==> config.mk <==
export PLATFORM = sky130hd
export DESIGN_NAME = sync_fifo_param
export DESIGN_NICKNAME = d
export VERILOG_FILES = /design/src/rtl/sync_fifo_pkg.sv /design/src/rtl/sync_fifo_ram.sv /design/src/rtl/sync_fifo_param.sv
export SDC_FILE = /design/constraint.sdc
export NUM_CORES = 1
export LEC_CHECK = 0
export BUFFER_PORTS_ARGS = -buffer_cell sky130_fd_sc_hd__clkbuf_2
export CORE_ASPECT_RATIO = 2
export CORE_MARGIN = 2
export CORE_UTILIZATION = 25
export CTS_BUF_LIST = sky130_fd_sc_hd__clkbuf_8
export CTS_CLUSTER_DIAMETER = 150
export DETAILED_ROUTE_END_ITERATION = 10
export HOLD_SLACK_MARGIN = 0.02
export PLACE_DENSITY = 0.45
export SYNTH_ARGS = -nofsm -noshare
export SYNTH_HDL_FRONTEND = slang
export SYNTH_SLANG_ARGS = --single-unit
==> constraint.sdc <==
create_clock -name clock -period 3.1 [get_ports clock]
set_clock_uncertainty 0.1 [all_clocks]
set_input_delay 0.62 -clock clock [delete_from_list [all_inputs] [get_ports clock]]
set_output_delay 0.62 -clock clock [all_outputs]
set_load 0.02 [all_outputs]
==> src/rtl/sync_fifo_pkg.sv <==
// Shared types and elaboration helpers for the parametrised synchronous FIFO.
package sync_fifo_pkg;

  // Accepted-operation class for one edge, encoded as {write_accept, read_accept}.
  typedef enum logic [1:0] {
    OP_IDLE  = 2'b00,
    OP_READ  = 2'b01,
    OP_WRITE = 2'b10,
    OP_BOTH  = 2'b11
  } fifo_op_e;

  function automatic int ptr_width(input int depth);
    return $clog2(depth);
  endfunction

  function automatic int count_width(input int depth);
    return $clog2(depth) + 1;
  endfunction

  function automatic bit params_legal(input int width, input int depth,
                                      input int af_thresh, input int ae_thresh);
    return (width >= 1) && (depth >= 4) && ((depth & (depth - 1)) == 0) &&
           (af_thresh >= 1) && (af_thresh <= depth) &&
           (ae_thresh >= 0) && (ae_thresh <= depth - 1);
  endfunction

endpackage

==> src/rtl/sync_fifo_ram.sv <==
// DEPTH x WIDTH storage: synchronous write port, registered read port cleared by rst.
module sync_fifo_ram
  import sync_fifo_pkg::*;
#(
  parameter int WIDTH = 8,
  parameter int DEPTH = 32
) (
  input  logic                        clock,
  input  logic                        rst,
  input  logic                        we,
  input  logic [ptr_width(DEPTH)-1:0] waddr,
  input  logic [WIDTH-1:0]            wdata,
  input  logic                        re,
  input  logic [ptr_width(DEPTH)-1:0] raddr,
  output logic [WIDTH-1:0]            rdata
);

  logic [WIDTH-1:0] mem [DEPTH];

  always_ff @(posedge clock) begin
    if (we) mem[waddr] <= wdata;
  end

  // A same-address write in this cycle is not visible here, so a read while full returns the oldest word.
  always_ff @(posedge clock) begin
    if (rst)     rdata <= '0;
    else if (re) rdata <= mem[raddr];
  end

endmodule

==> src/rtl/sync_fifo_param.sv <==
// Parametrised single-clock FIFO with occupancy count and threshold flags.
// Optional sticky overflow/underflow flags are built when SYNC_FIFO_ERR_EN is defined.
module sync_fifo_param
  import sync_fifo_pkg::*;
#(
  parameter int WIDTH     = 8,
  parameter int DEPTH     = 32,
  parameter int AF_THRESH = DEPTH - 2,
  parameter int AE_THRESH = 2
) (
  input  logic                          clock,
  input  logic                          rst,
  input  logic                          wr,
  input  logic [WIDTH-1:0]              data_in,
  input  logic                          rd,
  output logic [WIDTH-1:0]              data_out,
  output logic                          rd_valid,
  output logic                          full,
  output logic                          empty,
  output logic                          almost_full,
  output logic                          almost_empty,
  output logic [count_width(DEPTH)-1:0] count
`ifdef SYNC_FIFO_ERR_EN
  ,
  input  logic                          err_clr,
  output logic                          overflow,
  output logic                          underflow
`endif
);

  localparam int PW = ptr_width(DEPTH);
  localparam int CW = count_width(DEPTH);

  if (!params_legal(WIDTH, DEPTH, AF_THRESH, AE_THRESH)) begin : g_bad_params
    $error("sync_fifo_param: illegal WIDTH/DEPTH/threshold parameters");
  end

  logic [PW-1:0] wr_ptr;
  logic [PW-1:0] rd_ptr;
  logic          rd_acc;
  logic          wr_acc;
  fifo_op_e      op;

  assign full         = (count == CW'(DEPTH));
  assign empty        = (count == '0);
  assign almost_full  = (count >= CW'(AF_THRESH));
  assign almost_empty = (count <= CW'(AE_THRESH));

  // A write at full is accepted only when a read frees a slot on the same edge.
  always_comb begin
    rd_acc = rd && !empty;
    wr_acc = wr && (!full || rd);
    op     = fifo_op_e'({wr_acc, rd_acc});
  end

  always_ff @(posedge clock) begin
    if (rst) begin
      wr_ptr   <= '0;
      rd_ptr   <= '0;
      count    <= '0;
      rd_valid <= 1'b0;
    end else begin
      rd_valid <= rd_acc;
      if (wr_acc) wr_ptr <= wr_ptr + PW'(1);
      if (rd_acc) rd_ptr <= rd_ptr + PW'(1);
      case (op)
        OP_WRITE: count <= count + CW'(1);
        OP_READ:  count <= count - CW'(1);
        default:  count <= count;
      endcase
    end
  end

  sync_fifo_ram #(
    .WIDTH(WIDTH),
    .DEPTH(DEPTH)
  ) u_ram (
    .clock(clock),
    .rst  (rst),
    .we   (wr_acc),
    .waddr(wr_ptr),
    .wdata(data_in),
    .re   (rd_acc),
    .raddr(rd_ptr),
    .rdata(data_out)
  );

`ifdef SYNC_FIFO_ERR_EN
  // A new error on the clearing edge wins over err_clr.
  always_ff @(posedge clock) begin
    if (rst) begin
      overflow  <= 1'b0;
      underflow <= 1'b0;
    end else begin
      if (wr && full && !rd) overflow <= 1'b1;
      else if (err_clr)      overflow <= 1'b0;
      if (rd && empty)       underflow <= 1'b1;
      else if (err_clr)      underflow <= 1'b0;
    end
  end
`endif

endmodule

==> reports/results.ini <==
[finish]
drive_above_1_share = 0.2308
ff_latch_area_mm2 = 0.008193
fin_nets = 696
fin_cells = 1258
post-route-util = 0.2905
multi_input_area_mm2 = 0.002719
synthToLayoutAreaGrowth_pct = 15.00
fill_cells = 4379

[grt]
grt_pass1_wl_um = 40180
use_met1 = 0.1136
grt_antenna_before_repair = 1
use_met2 = 0.2447
busiest_layer = met2
grt_remaining_overflow = 0
grt_pass1_vias = 6005
grt_max_degree = 37
use_met3 = 0.01719
grt.total_usage = 0.1191

[floorplan]
dieArea_mm2 = 0.04631
core_area_mm2 = 0.04405
start_util = 0.2526
die_h_um = 302.4
ios = 31
num_rows = 109
die_width_um = 153.2

[setup_path]
crit_fanout = 7
worstSetupEndpointType = flop
crit_type = flop to flop
r2r_setup_slack_ps = 220
r2r-end = count[4]
critPathLaunch = count[2]
crit_path_start_kind = flop
arrival_ps = 3240
critPathRequiredTime_ps = 3470
worstRegToRegCells = 11
rr_startpoint = count[2]

[logic_synthesis]
synthAdderAreaFrac = 0.01304
synth.most_common_cell = edfxtp_1
synth_compound_area_frac = 0.04644
synth.distinct_cells = 47
synth_commonest_cells = 256 x edfxtp_1, 48 x nor2_1, 44 x mux4_2
syn_inst = 608
yosys_warnings = 0
avgSynthCellArea_um2 = 18.30
synth_mux_area_frac = 0.1298
synth_ff_type = edfxtp_1
synth_top_area_share = 0.6909
yosys.area_share.simple = 0.04610
synth_top_cells_by_area = edfxtp_1 69%, mux4_2 8.9%, dfxtp_1 4.5%
syn-num-nets = 631
yosysTopAreaCell = edfxtp_1
synth-seq-cells = 281
ys_seq_area_frac = 0.7359
synth_xor_area_frac = 0.007871
synth_top_family_by_area = multiplexers
synth_edf_count = 256
synthArstFlopShare = 0
syn_area_mm2 = 0.01113

[power]
p_comb_frac = 0.246
sw_frac_of_total = 0.2941
power_density_mw_per_mm2 = 738.5
switching_power_mw = 2.780
pwr-share-clk = 0.290
leakage_nw = 4.092
p_seq_frac = 0.464
irDropWorstVdd_uv = 441.4
p_int_mw = 6.670

[drt]
routed_wl_um = 26950
firstDrtPassIters = 4
wl_per_cell_um = 21.42
drcViolationCount = 0
avgViaCountPerCell = 4.409
drt_iter0_markers = 346
vias = 5547
ant_nets = 0

[timing]
final_hold_viol_count = 0
fin_setup_tns_ps = 0
max_freq_mhz = 347.5
slew_headroom = 0.4174
min_period_ps = 2877
setup_viol = 0
rsz0062_at_grt = false
period_share = 0.9282
hold-worst-slack_ps = 375.6
drv_slew = 0
fin_ws_ps = 222.7
worst_slew_pin_slew_ps = 870.7

[place]
portBuffers = 30
placed_cells = 1185
gp_congestion = 0.7676
preCtsSetupSlack_ps = 49.64
dp_hpwl_um = 18690

[cts]
cts_made_buffers = 41
clk_pin_slew_ps = 60
clock_sinks = 281
clk_path_buf_depth = 3
cts_root_buf = clkbuf_8
ctsHoldBuffers = 0
htreeDepth = 2
clk_latency_ps = 550
cts_tree = built

[hold_path]
worstHoldPathCells = 1
hold_path_class = flop to flop
worstHoldEndpoint = u_ram.rdata[6]
hp-start = u_ram.rdata[6]

[run]
max-cap-violations = 0

[outcome]
status = finished clean

[power groups by stage]
stage | combinational (mW) | sequential, mW | clock (mW)
final | 2.33 | 4.38 | 2.74
after global routing | 2.54 | 4.40 | 3.00
after CTS | 2.39 | 4.39 | 2.85
after detailed placement | 2.38 | 4.47 | 0
after global placement | 2.36 | 4.47 | 0
after floorplan | 1.54 | 4.50 | 0
[worst max path at each step]
stage	to	cells after the start
floorplan	count[4]	12
global placement	count[4]	11
detailed placement	count[4]	11
CTS	count[4]	11
global route	count[4]	11
finish	count[4]	11
[per-stage QoR]
stage | cell area, um^2 | power (mW)
2_1_floorplan | 11130 | 6.032
4_1_cts | 12780 | 9.628
3_5_place_dp | 12050 | 6.848
3_3_place_gp | 12050 | 6.832
6_report | 12800 | 9.450
5_1_grt | 12800 | 9.938
[critical path, cell delays in order, from the launching register on]
cell and delay, ps:
dfxtp_1 310, or3_4 420, o41a_1 360, inv_2 100, ha_4 170, inv_1 60
fa_1 390, nor2b_1 140, o21a_1 140, nor3_1 40, or3b_2 430, a21oi_1 140
[what timing repair did]
action,4_1_cts,5_1_grt
buffers inserted,0,0
setup endpoints to repair,0,2
gates resized for setup,0,1
[state kept, by name, indices dropped and copies added (netlist names)]
| register | flops |
|---|---|
| rd_valid | 1 |
| count | 6 |
| u_ram.mem | 256 |
| rd_ptr | 5 |
| u_ram.rdata | 8 |
| wr_ptr | 5 |
[layout by cell type, fill, tap and decap left out, types with 2 or more instances in the layout]
master	netlist	final
clkbuf_8	0	43
ha_1	10	9
nand4_1	5	5
mux2i_1	31	31
xor2_1	7	7
nand2_1	31	31
nand3b_1	4	4
o21ai_0	2	2
a31oi_1	2	2
a32o_1	8	8
a211oi_1	8	8
mux4_2	44	44
inv_1	8	24
nand3_1	3	3
mux4_1	5	5
edfxtp_1	256	256
clkbuf_2	0	30
or3b_2	3	3
nor3_1	5	5
xnor2_1	3	3
clkinv_1	0	8
nor2b_1	3	3
a21oi_1	15	15
dfxtp_1	25	23
nor2_1	48	48
clkinv_2	0	2
buf_12	0	5
o221ai_1	8	8
o22ai_1	7	7
a22oi_1	16	16
buf_4	2	22
[layout make-up]
type	instances	share of cell area
Antenna cell	1	0.0001956
Clock buffer	43	0.04625
Clock inverter	29	0.01144
Inverter	9	0.002640
Multi-Input combinational cell	283	0.2125
Sequential cell	281	0.6403
Tap cell	555	0.05427
Timing Repair Buffer	57	0.03246
[kinds of logic after synthesis]
kind of cell             count (synthesis)
XOR/XNOR                                10
flip-flops                             281
AND/OR/NAND/NOR                        110
multiplexers                            81
AO/OA/AOI/OAI                           71
buffers and inverters                   44
adder cells (fa/ha/maj)                 11
[metal layers]
metal | share of wire | vias up
li1 | - | 2571
met1 | 0.33 | 2821
met2 | 0.60 | 99
met3 | 0.028 | 56
met4 | 0.038 | 0
met5 | 0 | -
(Power assumes the default switching activity.)
